--- src/rtl/shift_left_64.sv ---
// Constant logical left shift of a 64-bit operand: combinational result plus a
// registered copy. Build with SHIFT_LEFT_64_STATUS_EN to add the carry_out/zero status flops.
module shift_left_64 #(
  parameter int unsigned SHIFT_AMT = 1  // legal range 1..63
) (
  input  logic        clk,
  input  logic        reset_n,
  input  logic [63:0] in,
  input  logic        in_valid,
  output logic [63:0] out,
  output logic [63:0] out_q,
  output logic        out_valid,
  output logic        carry_out,
  output logic        zero
);

  // Handshake: valid-only, no ready. Each rising edge with in_valid=1 captures
  // `out` into out_q and raises out_valid for exactly the following cycle;
  // with in_valid=0 out_q holds and out_valid drops. No stalls, no backpressure.

  // Bits shifted past bit 63 are discarded and the vacated LSBs fill with 0.
  assign out = in << SHIFT_AMT;

  always_ff @(posedge clk or negedge reset_n) begin
    if (!reset_n) begin
      out_q     <= '0;
      out_valid <= 1'b0;
    end else begin
      out_valid <= in_valid;
      if (in_valid) begin
        out_q <= out;
      end
    end
  end

`ifdef SHIFT_LEFT_64_STATUS_EN
  logic shifted_off;

  assign shifted_off = |in[63 -: SHIFT_AMT];

  always_ff @(posedge clk or negedge reset_n) begin
    if (!reset_n) begin
      carry_out <= 1'b0;
      zero      <= 1'b0;
    end else if (in_valid) begin
      carry_out <= shifted_off;
      zero      <= (out == 64'd0);
    end
  end
`else
  assign carry_out = 1'b0;
  assign zero      = 1'b0;
`endif

endmodule

--- config.mk ---
export PLATFORM = sky130hd
export DESIGN_NAME = shift_left_64
export DESIGN_NICKNAME = d
export VERILOG_FILES = /design/src/rtl/shift_left_64.sv
export SDC_FILE = /design/constraint.sdc
export NUM_CORES = 1
export LEC_CHECK = 0
export ABC_AREA = 1
export BUFFER_PORTS_ARGS = -buffer_cell sky130_fd_sc_hd__buf_2
export CELL_PAD_IN_SITES_DETAIL_PLACEMENT = 0
export CELL_PAD_IN_SITES_GLOBAL_PLACEMENT = 1
export CORE_ASPECT_RATIO = 1.1
export CORE_MARGIN = 2
export CORE_UTILIZATION = 31
export CTS_BUF_LIST = sky130_fd_sc_hd__clkbuf_16
export DETAILED_ROUTE_END_ITERATION = 12
export PLACE_DENSITY_LB_ADDON = 0.1
export SLEW_MARGIN = 15
export SYNTH_ARGS = -nofsm -noshare
export SYNTH_HDL_FRONTEND = slang
export SYNTH_SLANG_ARGS = --single-unit
--- constraint.sdc ---
create_clock -name clk -period 0.9 [get_ports clk]
set_input_delay 0.09 -clock clk [delete_from_list [all_inputs] [get_ports clk]]
set_output_delay 0.09 -clock clk [all_outputs]
set_load 0.05 [all_outputs]
==> flow_summary_export.csv <==
group,metric,value,unit
layout,final_common_cell,"nand2_1",
logic_synthesis,netlist_instances,335,
timing,fin_crit,0.968,ns
floorplan,dieArea,0.0103,mm2
clock_tree,cts_max_level,3,
floorplan,fp.dieH,106,um
pwr,p_leak,2.75,nW
layout,n_antenna_cell,0,
detailed_routing,ant_nets,0,
status,outcome,"finished, violations left",
clock_tree,cts_tree,"done",
timing,fmax,1030,MHz
layout,nNetsFinal,611,
global_route,grt_max_degree,65,
logic_synthesis,ys_seq_area_share,54.3,%
global_route,track_usage,14.6,%
floorplan,fp.dieW,97.0,um
detailed_routing,dr.pass1.iters,4,
timing,hold_viol,1,
worst_setup_path,critPathMaxStageDelay,0.40,ns
placement,place_area,0.00350,mm2
timing,whs,-0.000548,ns
timing,rsz0062_at_grt,"yes",
pwr,p_per_area,1990,mW/mm2
placement,globalplace.congestion,0.682,
worst_setup_path,crit_chain,"buf_6",
floorplan,core-area,0.00931,mm2
placement,io_buffers,192,
worst_setup_path,critPathTopFamily,"flip-flops",
floorplan,fp-row-count,37,
timing,finClkSkew,0,ns
clock_tree,cts.sinks,64,
worst_setup_path,crit_type,"reg2out",
detailed_routing,vias,2720,
detailed_routing,wire_per_inst,11.5,um
status,violations,"negative hold slack, negative setup slack",
detailed_routing,drt_iter0_markers,105,
timing,slew_viol_final,0,
clock_tree,worst_skew_pair.late_latency,0.31,ns
global_route,grt_first_pass_wirelength,12.1,mm
layout,layout.cells.non_filler,665,
timing,fin_crit_sh,108,%
placement,placed_cells,571,
worst_setup_path,endpoint_kind,"primary output",
global_route,grt.overflow.total,0,
logic_synthesis,synth_area,0.00295,mm2
clock_tree,cts_buffers,9,
detailed_routing,finalWirelength,7.67,mm
worst_setup_path,worst_ep_arrival_time,0.88,ns
global_route,grt_pass1_vias,2532,
clock_tree,clk_pin_slew,0.06,ns
floorplan,start_util,31.7,%
worst_setup_path,path_buf_inv,1,
worst_setup_path,worst_setup_path_start_kind,"flip-flop",
worst_setup_path,cp.required,0.81,ns
clock_tree,cts-root-buf,"clkbuf_16",
layout,syn2layout_area_growth,66.2,%
layout,final_cell_mix,"nand2_1 (189), buf_2 (128), dfrtp_1 (64), buf_6 (64), dlygate4sd3_1 (54)",
placement,dpl.hpwl,4.81,mm
logic_synthesis,synth_cell_types,6,
logic_synthesis,yosys_register_bits,64,
floorplan,io_pins,198,
logic_synthesis,avgSynthCellArea,8.81,um2
pwr,ir_drop,0.000831,V
flow_run,cap_violations,0,
layout,drive_gt1_share,42.7,%
worst_setup_path,crit_path_top_delay_cell,"dfrtp_1",
worst_setup_path,cp_max_fo,2,
logic_synthesis,yosys_warnings,0,
global_route,antenna_found_initial,0,
timing,setup_viol,64,
layout,final_design_area_no_fill,0.00490,mm2
detailed_routing,post_drt_via_cell_ratio,4.09,
clock_tree,clock_path_buffers,2,
timing,worst_slack,-0.0677,ns
worst_hold_path,min_path_type,"in2reg",
detailed_routing,drc,0,
-- cell usage after synthesis, drive strengths merged --
| library cell | number | share of area [%] |
|---|---|---|
| inv | 1 | 0.30 |
| nand2 | 189 | 24 |
| conb | 1 | 0.13 |
| dfrtp | 64 | 54 |
| buf | 80 | 21 |
-- flip-flops by register name, summed over array words and instances (netlist names) --
name	count
out_valid	1
out_q	63
-- report_power, final --
part,internal (mW),leakage [nW],switching [mW]
sequential,3.14,0.779,0.181
clock,2.09,0.141,1.20
combinational,1.09,1.83,2.06
-- final cells by class --
class | instances | area [um2]
sequential | 64 | 1600
tap | 117 | 146
clock inverter | 6 | 53.8
multi-input combinational | 193 | 724
fill | 904 | 4400
inverter | 1 | 8.76
timing repair buffer | 275 | 2140
clock buffer | 9 | 225
-- routing by layer --
metal	part of all wire (%)	up-vias	routed length [um]	track usage [%]
li1	-	1355	-	-
met5	0	-	0	0
met2	52	97	3990	25.8
met4	1.1	0	85	5.73
met1	39	1260	3030	16.8
met3	7.4	8	564	4.08
-- stage by stage --
| stage | total power [mW] | setup TNS (ns) | hold slack (ns) | util (%) | setup slack (ns) |
|---|---|---|---|---|---|
| floorplan | 5.35 | 0 | -0.206 | - | 0.0675 |
| global placement | 5.83 | 0 | 0.144 | 37.6 | 0.0142 |
| detailed placement | 5.84 | -0.0316 | 0.142 | 37.6 | -0.00917 |
| finish | 9.75 | -3.23 | -0.000548 | 52.7 | -0.0677 |
| CTS | 9.76 | -3.95 | 0.000890 | 51.4 | -0.0780 |
| global route | 10.2 | -5.08 | 0.00188 | 52.7 | -0.0957 |
-- kinds of logic (layout without fill, tap and decap cells) --
logic type             after synthesis  in the layout  synth area share, %
buffers and inverters               81            291                 21.5
DFF                                 64             64                 54.3
other                                1              4                0.127
and+or+nand+nor                    189            189                 24.0
-- repair_timing --
| action | CTS | global route |
|---|---|---|
| hold buffers | 54 | 0 |
| buffers inserted | 9 | 16 |
| endpoints found under the setup margin | 64 | 64 |
| gates cloned | 0 | 0 |
| endpoints found under the hold margin | 117 | 0 |
| gates resized for setup | 128 | 0 |
-- worst register-to-register path, cell delays in order, from the launching register on --
cell and delay (ns):
dfrtp_1 0.39, buf_4 0.14, buf_4 0.12, nand2_1 0.05, nand2_1 0.05
-- final timing paths --
check                      slack, ns   endpoint       from  cells past startpoint
max                            -0.07  out_q[30]  out_q[30]                      1
min                          -0.0005  out_q[30]     in[29]                      3
max reg2reg                     0.05  out_q[15]  out_q[15]                      4
min reg2reg                     0.49   out_q[8]   out_q[8]                      2
max in group asynchronous       0.29  out_q[39]    reset_n                      3
min in group asynchronous       0.31  out_q[54]    reset_n                      3
(Power assumes the default switching activity.)
